File: config.mk
export PLATFORM = sky130hd
export DESIGN_NAME = cmp_share_sched
export DESIGN_NICKNAME = d
export VERILOG_FILES = /design/src/rtl/cmp_share_sched.sv
export SDC_FILE = /design/constraint.sdc
export NUM_CORES = 1
export LEC_CHECK = 0
export ABC_AREA = 1
export CAP_MARGIN = 5
export CORE_MARGIN = 2
export CORE_UTILIZATION = 45
export CTS_BUF_LIST = sky130_fd_sc_hd__clkbuf_8 sky130_fd_sc_hd__clkbuf_16
export DETAILED_ROUTE_END_ITERATION = 8
export PLACE_DENSITY = 0.74
export SYNTH_ARGS = -nofsm -noshare
export SYNTH_HDL_FRONTEND = slang
export SYNTH_SLANG_ARGS = --single-unit
File: constraint.sdc
create_clock -name clk -period 1.7 [get_ports clk]
set_input_delay 0.255 -clock clk [delete_from_list [all_inputs] [get_ports clk]]
set_output_delay 0.255 -clock clk [all_outputs]
set_load 0.03 [all_outputs]
File: src/rtl/cmp_share_sched.sv
// ---------------------------------------------------------------------------
// cmp_share_sched
//
// Round-robin scheduler that time-shares one registered magnitude comparator
// among N_REQ requesters. A granted transaction always runs the fixed
// sequence IDLE -> CAPTURE -> EVAL -> DONE -> IDLE, so one compare completes
// every four cycles and no requester can be starved.
//
// Ports:
//   clk        rising-edge clock
//   rst_n      asynchronous active-low reset
//   req        per-requester request level, held until ack
//   a_flat     operand A of requester i at bits [i*W +: W]
//   b_flat     operand B of requester i at bits [i*W +: W]
//   ack        one-hot, one-cycle pulse in DONE to the served requester
//   res_valid  result qualifier, high only in DONE
//   res_id     index of the served requester
//   res_gt     A > B (unsigned)
//   res_eq     A == B
//   res_lt     A < B
//   busy       high whenever the FSM is not in IDLE
//   cmp_count  number of completed compares, saturating at 0xFFFF
// ---------------------------------------------------------------------------
module cmp_share_sched #(
    parameter int N_REQ = 4,
    parameter int W     = 4
) (
    input  logic               clk,
    input  logic               rst_n,
    input  logic [N_REQ-1:0]   req,
    input  logic [N_REQ*W-1:0] a_flat,
    input  logic [N_REQ*W-1:0] b_flat,
    output logic [N_REQ-1:0]   ack,
    output logic               res_valid,
    output logic [2:0]         res_id,
    output logic               res_gt,
    output logic               res_eq,
    output logic               res_lt,
    output logic               busy,
    output logic [15:0]        cmp_count
);

    typedef enum logic [1:0] {
        IDLE    = 2'd0,
        CAPTURE = 2'd1,
        EVAL    = 2'd2,
        DONE    = 2'd3
    } state_t;

    state_t           state;
    logic [2:0]       ptr;
    logic [W-1:0]     op_a;
    logic [W-1:0]     op_b;

    logic [2:0]       winner;
    logic             found;
    logic [7:0]       req_ext;
    int               scan;

    logic [W-1:0]     sel_a;
    logic [W-1:0]     sel_b;
    logic [N_REQ-1:0] res_onehot;

    // Round-robin arbiter: scan the requests starting at ptr and wrapping
    // modulo N_REQ, taking the first one that is set. The request vector is
    // zero-extended to eight entries so a 3-bit index always fits it exactly.
    always_comb begin
        winner  = ptr;
        found   = 1'b0;
        scan    = 0;
        req_ext = 8'(req);
        for (int k = 0; k < N_REQ; k++) begin
            scan = int'(ptr) + k;
            if (scan >= N_REQ) begin
                scan = scan - N_REQ;
            end
            if (!found && req_ext[3'(scan)]) begin
                found  = 1'b1;
                winner = 3'(scan);
            end
        end
    end

    // Operand multiplexer and ack decode for the requester held in res_id.
    // Constant slice bases keep every select a fixed-width part select.
    always_comb begin
        sel_a      = '0;
        sel_b      = '0;
        res_onehot = '0;
        for (int i = 0; i < N_REQ; i++) begin
            if (res_id == 3'(i)) begin
                sel_a         = a_flat[i*W +: W];
                sel_b         = b_flat[i*W +: W];
                res_onehot[i] = 1'b1;
            end
        end
    end

    // Main FSM. All outputs are registered here: ack and res_valid are set
    // on the EVAL->DONE edge and cleared on the DONE->IDLE edge, so they
    // depend only on state and res_id, never combinationally on req.
    // Once granted, a transaction runs to completion even if req drops.
    always_ff @(posedge clk or negedge rst_n) begin
        if (!rst_n) begin
            state     <= IDLE;
            ptr       <= '0;
            op_a      <= '0;
            op_b      <= '0;
            ack       <= '0;
            res_valid <= 1'b0;
            res_id    <= '0;
            res_gt    <= 1'b0;
            res_eq    <= 1'b0;
            res_lt    <= 1'b0;
            busy      <= 1'b0;
            cmp_count <= '0;
        end else begin
            case (state)
                IDLE: begin
                    ack       <= '0;
                    res_valid <= 1'b0;
                    if (found) begin
                        res_id <= winner;
                        busy   <= 1'b1;
                        state  <= CAPTURE;
                    end
                end
                CAPTURE: begin
                    op_a  <= sel_a;
                    op_b  <= sel_b;
                    state <= EVAL;
                end
                EVAL: begin
                    res_gt    <= (op_a > op_b);
                    res_eq    <= (op_a == op_b);
                    res_lt    <= (op_a < op_b);
                    ack       <= res_onehot;
                    res_valid <= 1'b1;
                    state     <= DONE;
                end
                DONE: begin
                    ack       <= '0;
                    res_valid <= 1'b0;
                    busy      <= 1'b0;
                    if (res_id == 3'(N_REQ - 1)) begin
                        ptr <= '0;
                    end else begin
                        ptr <= res_id + 3'd1;
                    end
                    if (cmp_count != 16'hFFFF) begin
                        cmp_count <= cmp_count + 16'd1;
                    end
                    state <= IDLE;
                end
                default: begin
                    state <= IDLE;
                end
            endcase
        end
    end

endmodule
After elaboration in Yosys (flattened, before gate mapping)
Index checks and enable logic that the tools add are counted.
- reductions and logical operators: 14
- equal/unequal tests: 9
- $add $sub $neg: 9
- order comparisons: 10
- muxes and demuxes: 43
- operators with widths (operator ; number):
    $mux 4 ; 8
    $mux 3 ; 9
    $lt 3x5->1 const B ; 4
    $mux 1 ; 17
    $add 16x1->16 const B ; 1
    $ne 16x16->1 const B ; 1
    $bmux 1 s3 ; 4
    $ge 4x3->1 const B ; 3
    $sub 3x3->3 const B ; 4
    $add 3x2->4 const B ; 2
    $pmux 2 s4 ; 1
    $pmux 4 s2 ; 1
    $eq 3x2->1 const B ; 2
    $reduce_and 2->1 ; 3
    $add 3x1->4 const B ; 1
    $eq 2x2->1 const B ; 2
    $eq 4x4->1 ; 1
    $gt 4x4->1 ; 1
    $lt 4x4->1 ; 1
    $pmux 1 s2 ; 2
    $reduce_bool 2->1 ; 2
    $add 3x1->3 const B ; 1
    $eq 3x1->1 const B ; 1
    $ge 3x3->1 const B ; 1
    8 further kinds ; 12
- register bits after elaboration: 41
- output and inout bits: 28

Logic depth before layout (Yosys ltp)
Gate-level depths: netlist of the first run.
- word-level depth: 17
- mapped depth: 14

Worst setup path after synthesis of the first run
Ideal clock, no wire load.
- path kind: flip-flop to flip-flop
- from: register res_id[1]
- to: register op_a[0]
- setup slack: -0.063 ns
- cell stages (with the launch flop): 9
- data arrival time: 1.681 ns
- buffers on the path: 1
- library setup time: 0.083 ns
- cells stage by stage: dfrtp_1 inv_1 ha_1 buf_2 nor2_1 nand2_1 a31oi_1 o21ai_0 o21ai_0
- longest elaborated chain between the ends: 5
- elaborated cells between the ends (all ways): 8
- classes of those cells: eq/ne: 3; mux: 4; reduce/logical: 1
- RTL lines (element ; RTL line ; source):
    from (decl) ; 35 ; output logic [2:0] res_id,
    from (signal assigned) ; 123 ; res_id <= winner;
    $logic_not 3->1 ; 91 ; if (res_id == 3'(i)) begin
    $mux 4 (3 in a row) ; 91 ;
    $mux 4 * ; 91 ;
    to (signal assigned) ; 129 ; op_a <= sel_a;
    to (decl) ; 52 ; logic [W-1:0] op_a;
Mark *: on every way between the ends. The rest lies on a longest branch, timed or not.
A chain may end at the register's enable or synchronous reset.

Worst setup path after layout of the first run
- from: register cmp_count[14]
- to: output cmp_count[14]
- RTL lines (element ; RTL line ; source):
    from (decl) ; 40 ; output logic [15:0] cmp_count
    from (signal assigned) ; 151 ; cmp_count <= cmp_count + 16'd1;
No word-level cell between the ends.

==> flow_summary.yaml, run 1 <==
placement:
  dpl-instance-area_sq_um: 3410
  dp_hpwl_microns: 4910
  placedCellCount: 483
  gp_congestion: 0.879
  portBuffers: 65
  pre_cts_ws_ps: -56.9
worst_setup_path:
  reg2reg_slack_ps: 110
  cp_cell_sequence: "clkdlybuf4s50_1"
  crit_path_end_kind: "output port"
  reg2reg_to: "res_id[0]$_DFFE_PN0P_"
  crit_fanout: 4
  slowest_stage: "clkdlybuf4s50_1"
  crit_buf_inv: 1
  critical_path.max_stage_delay_ps: 690
  required_ps: 1440
  path_delay_family: "buffers and inverters"
  crit_arrival_ps: 1400
  crit_path_start_kind: "register"
  r2r_cells: 12
  critPathKind: "register to output port"
  worstReg2RegStart: "ptr[0]$_DFFE_PN0P_"
sta:
  period_needed_ps: 1660
  finalMaxSlewViolations: 0
  setup_viol: 0
  hold_violations: 0
  timing.fmax_ghz: 0.603
  finalSetupTns_ps: 0
  worst_pin_slew_ps: 404
  finClkSkew_ps: 6.14
  hold-worst-slack_ps: 410
  setup_slack_ps: 40.4
  post-route-period-util_pct: 97.6
  relSlewSlack_pct: 73.1
clock_network:
  cts_tree: "done"
  numCtsBuffers: 5
  clockRootBuffer: "clkbuf_8"
  clk_path_buf_depth: 2
  cts_sinks: 41
  path_clk_slew_ps: 80
  h-tree-depth: 2
  insertion_delay_ps: 300
floorplanning:
  ios: 66
  die_area_sq_um: 6350
  fp.dieH_microns: 79.7
  die_w_microns: 79.7
  row_count: 27
  initial_utilization_pct: 46.8
  design.core.area_sq_um: 5510
synth:
  yosysUniqueCellTypes: 30
  synth.avg_cell_area_sq_um: 7.61
  yosysWarnings: 0
  syn_area_sq_um: 2580
  postSynthCellCount: 339
  synthFlopType: "dfrtp_1"
  synth_seq_cells: 41
  synthArstFlopShare_pct: 100
  syn-num-nets: 393
  yosysSeqAreaShare_pct: 39.8
  synth_edf_count: 0
finish:
  nNetsFinal: 476
  final_area_sq_um: 3660
  diodes: 0
  syn_to_final_growth_pct: 41.8
  post-route-util_pct: 66.4
  mostFrequentLayoutCell: "nand2_1"
  layout_common_cells: "82 x nand2_1, 55 x clkdlybuf4s50_1, 40 x dfrtp_1, 32 x inv_1, 32 x nor2_1"
  fin_cells: 495
  drive_gt1_share_pct: 14.7
power_and_ir_drop:
  clockPowerShare_pct: 15.3
  p_leak_nw: 1.77
  swShare_pct: 45.5
  p_switching_mw: 2.77
  peakVddDrop_mv: 1.09
  combPwrFrac_pct: 59.1
  seqPwrFrac_pct: 25.6
  internal-power_mw: 3.32
  finalPower_mw: 6.09
  power.density_cell_area_nw_per_um2: 1670
routing:
  postRouteAntennaNets: 0
  wl_per_cell_microns: 12.8
  via_per_inst: 5.01
  first_pass_iters: 4
  initialDrtViolationCount: 102
  vias: 2482
  drt-total-wl_microns: 6350
  drc: 0
status:
  status: "finished, final reports clean"
global_route:
  grt_pass1_wl_microns: 10400
  antenna_found_initial: 0
  grt_max_degree: 18
  grt_overflow: 0
  track_usage_pct: 20.9
  grt_pass1_vias: 2355
min_path:
  hold_class: "primary input to asynchronous set/reset pin"
job:
  cap_violations: 0
## worst max path at each step
stage | cells after the start | startpoint | to | slack (ps)
4_1_cts | 1 | cmp_count[7]$_DFFE_PN0P_ | cmp_count[7] | 10
6_report | 1 | cmp_count[14]$_DFFE_PN0P_ | cmp_count[14] | 40
3_3_place_gp | 10 | ptr[0]$_DFFE_PN0P_ | state[0]$_DFFE_PN0P_ | 60
3_5_place_dp | 10 | ptr[0]$_DFFE_PN0P_ | state[0]$_DFFE_PN0P_ | -60
2_1_floorplan | 8 | res_id[0]$_DFFE_PN0P_ | op_a[1]$_DFFE_PN0N_ | 9
5_1_grt | 8 | res_id[0]$_DFFE_PN0P_ | op_b[0]$_DFFE_PN0N_ | -0.5
## layout make-up
class / count / area [sq um]
fillers: 471 / 1850
multi-input cells: 250 / 1430
flip-flops and latches: 41 / 1030
repair buffers: 83 / 811
inverters: 41 / 161
well taps: 72 / 90.1
clock buffers: 5 / 68.8
clock inverters: 3 / 65.1
## synthesized netlist by cell type, types with 5 or more instances
library cell,n,area share [%]
dfrtp_1,41,40
nand3_1,29,5.6
nand2_2,6,1.5
nor3_1,6,1.2
nand2_1,86,13
o21ai_0,32,6.2
nand4_1,5,1.2
inv_1,37,5.4
xor2_1,10,3.4
ha_1,16,7.8
nor2_1,35,5.1
a31oi_1,8,1.9
## flip-flops by register name, indices dropped and copies added, names as in the netlist
signal / cells
ack: 4
res_eq: 1
cmp_count: 16
res_valid: 1
ptr: 3
busy: 1
res_lt: 1
op_a: 4
res_id: 3
res_gt: 1
op_b: 4
state: 2
## kinds of logic after synthesis
group | after synthesis | synth area share (%)
xor gates and xnor gates | 13 | 4.71
adders and majority gates | 16 | 7.76
DFF | 41 | 39.8
AOI/OAI and AO/OA | 44 | 9.07
buffers and inverters | 48 | 7.57
and+or+nand+nor | 177 | 31.1
## power groups by stage
stage | Combinational (mW) | Sequential (mW) | Clock [mW]
floorplan | 1.85 | 1.89 | 0
global placement | 3.23 | 1.55 | 0
detailed placement | 3.31 | 1.56 | 0
CTS | 3.38 | 1.55 | 0.956
global route | 4.03 | 1.60 | 0.993
finish | 3.60 | 1.56 | 0.934
## metal layers
| metal | part of all wire (%) | global-route usage [%] | wire length (microns) |
|---|---|---|---|
| met1 | 45 | 26.9 | 2850 |
| met5 | 0 | 0 | 0 |
| met4 | 2.0 | 7.24 | 125 |
| met3 | 3.5 | 3.28 | 221 |
| met2 | 50 | 35.5 | 3150 |
## worst reg2reg max path: cells and delay by family, from the launching register on
| kind | cells | cell delay, ps |
|---|---|---|
| AND/OR/NAND/NOR | 9 | 700 |
| adder cells (fa/ha/maj) | 1 | 200 |
| buffers and inverters | 2 | 130 |
| flip-flops | 1 | 450 |
## repair_timing
action	in CTS	in global routing
setup endpoints to repair	7	23
setup buffers	0	3
pin swaps	0	5
hold buffers	1	0
endpoints found under the hold margin	15	0
gates resized for setup	9	29
(Power assumes the default switching activity.)
==> run 2: changes to the inputs <==
CORE_UTILIZATION = 46   (was 45)
CTS_BUF_LIST = sky130_fd_sc_hd__clkbuf_4   (was sky130_fd_sc_hd__clkbuf_8 sky130_fd_sc_hd__clkbuf_16)
PLACE_DENSITY = 0.76   (was 0.74)
==> run 2 against run 1 <==
Effect of this change:
- design area fell by 3.7%
- flip-flop and latch count did not move
- critical path depth did not move
- first-iteration DRC count rose by 110%
- critical path type unchanged
- largest cell class unchanged
- largest power group unchanged
==> flow_summary.yaml, run 2 (synthesis gave the netlist of run 1 again) <==
floorplanning:
  die_w_microns: 78.9
  row_count: 27
  initial_utilization_pct: 47.1
  fp.dieH_microns: 78.9
  design.core.area_sq_um: 5470
  die_area_sq_um: 6220
  ios: 66
worst_setup_path:
  crit_path_start: "res_valid$_DFFE_PN0P_"
  cp_cell_sequence: "clkdlybuf4s50_1"
  critPathKind: "register to output port"
  critical_path.max_stage_delay_ps: 680
  path_delay_family: "buffers and inverters"
  crit_path_end_kind: "output port"
  crit_path_start_kind: "register"
  required_ps: 1440
  slowest_stage: "clkdlybuf4s50_1"
  crit_arrival_ps: 1380
  crit_fanout: 2
  crit_buf_inv: 1
  worstReg2RegStart: "ptr[0]$_DFFE_PN0P_"
global_route:
  track_usage_pct: 20.3
  busiest_layer: "met2"
  grt_pass1_wl_microns: 10100
  grt_util_met2_pct: 33.1
  grt_max_degree: 42
  met3_usage_pct: 2.84
  antenna_found_initial: 0
  grt_overflow: 0
  grt_pass1_vias: 2288
  grt_util_met1_pct: 26.9
finish:
  fin_cells: 494
  post-route-util_pct: 64.4
  mostFrequentLayoutCell: "nand2_1"
  nNetsFinal: 475
  drive_gt1_share_pct: 13.3
  nFillCells: 479
  largest_reg_flops: 16
  syn_to_final_growth_pct: 36.6
  diodes: 0
  top_register: "cmp_count"
  layout_common_cells: "81 x nand2_1, 43 x clkdlybuf4s50_1, 40 x dfrtp_1, 33 x inv_1, 32 x nor2_1"
power_and_ir_drop:
  p_switching_mw: 2.63
  combPwrFrac_pct: 63.5
  finalPower_mw: 5.46
  power.density_cell_area_nw_per_um2: 1550
  clockPowerShare_pct: 8.2
  peakVddDrop_mv: 0.986
  swShare_pct: 48.3
  p_leak_nw: 1.77
  internal-power_mw: 2.82
  seqPwrFrac_pct: 28.2
sta:
  hold_violations: 0
  post-route-period-util_pct: 96.4
  relSlewSlack_pct: 74.8
  worst_pin_slew_ps: 375
  timing.fmax_ghz: 0.610
  rsz0062_at_grt: "yes"
  period_needed_ps: 1640
  finClkSkew_ps: 9.64
  hold-worst-slack_ps: 397
  finalMaxSlewViolations: 0
  setup_viol: 0
clock_network:
  numCtsBuffers: 5
  h-tree-depth: 2
  clk_path_buf_depth: 2
  path_clk_slew_ps: 110
  cts_tree: "done"
  insertion_delay_ps: 340
  clockRootBuffer: "clkbuf_4"
  cts_sinks: 41
routing:
  drc: 0
  postRouteAntennaNets: 0
  vias: 2464
  first_pass_iters: 4
  drt-total-wl_microns: 5940
  via_per_inst: 4.99
  wl_per_cell_microns: 12.0
  initialDrtViolationCount: 212
status:
  status: "finished, final reports clean"
placement:
  dp_hpwl_microns: 4690
  placedCellCount: 482
  gp_congestion: 0.902
  portBuffers: 65
job:
  cap_violations: 0
min_path:
  hold_class: "primary input to asynchronous set/reset pin"
-- run 2: worst paths after layout --
kind / to / slack [ps] / cells after the start
worst max-delay path: res_valid / 60 / 1
worst min-delay path: res_valid$_DFFE_PN0P_ / 400 / 3
worst max register to register: state[0]$_DFFE_PN0P_ / 90 / 10
worst min register to register: op_b[1]$_DFFE_PN0N_ / 500 / 2
max in group asynchronous: ptr[0]$_DFFE_PN0P_ / 1090 / 3
min in group clk: op_b[1]$_DFFE_PN0N_ / 500 / 2
-- run 2: repair_timing --
item | 4_1_cts | 5_1_grt
hold buffers | 1 | 0
endpoints found under the hold margin | 41 | 0
cloned | 0 | 0
endpoints found under the setup margin | 21 | 26
buffers inserted | 0 | 3
resized for setup | 19 | 28
pin swaps | 0 | 6
-- run 2: power by group through the flow --
stage	clock, mW	combinational, mW	sequential, mW
6_report	0.448	3.47	1.54
3_5_place_dp	0	3.28	1.56
5_1_grt	0.512	3.89	1.58
3_3_place_gp	0	3.22	1.55
2_1_floorplan	0	1.85	1.89
4_1_cts	0.478	3.28	1.54
-- run 2: worst register-to-register path, stage by stage (launching register included) --
cell and delay, ps:
dfrtp_2 460, inv_6 70, ha_4 200, inv_2 70, nand3_1 90, nand3_2 140
nand2_2 80, nor2_4 120, nand3_2 120, o21ai_1 100, o21ai_1 70
-- run 2: area by class of cell --
| cell class | instances | area (sq um) | area share (%) |
|---|---|---|---|
| repair buffers | 82 | 785 | 22.3 |
| inverters | 41 | 161 | 4.58 |
| well taps | 72 | 90.1 | 2.56 |
| clock inverters | 3 | 12.5 | 0.355 |
| flip-flops and latches | 41 | 1030 | 29.2 |
| multi-input cells | 250 | 1410 | 40.0 |
| clock buffers | 5 | 37.5 | 1.07 |
-- run 2: routing by layer --
layer	routed length [microns]	share of wire [%]	vias to the layer above
li1	-	-	1256
met1	2670	45	1137
met5	0	0	-
met3	263	4.4	13
met2	2880	48	58
met4	133	2.2	0
-- run 2: per-stage QoR --
step                      setup TNS (ps)  setup slack [ps]  cell area [sq um]
final                                  0              61.4               3520
after global routing               -12.7             -10.2               3520
after CTS                              0              1.76               3450
after detailed placement           -37.9             -36.3               3400
after global placement                 0              15.9               3400
after floorplan                        0              9.13               2590
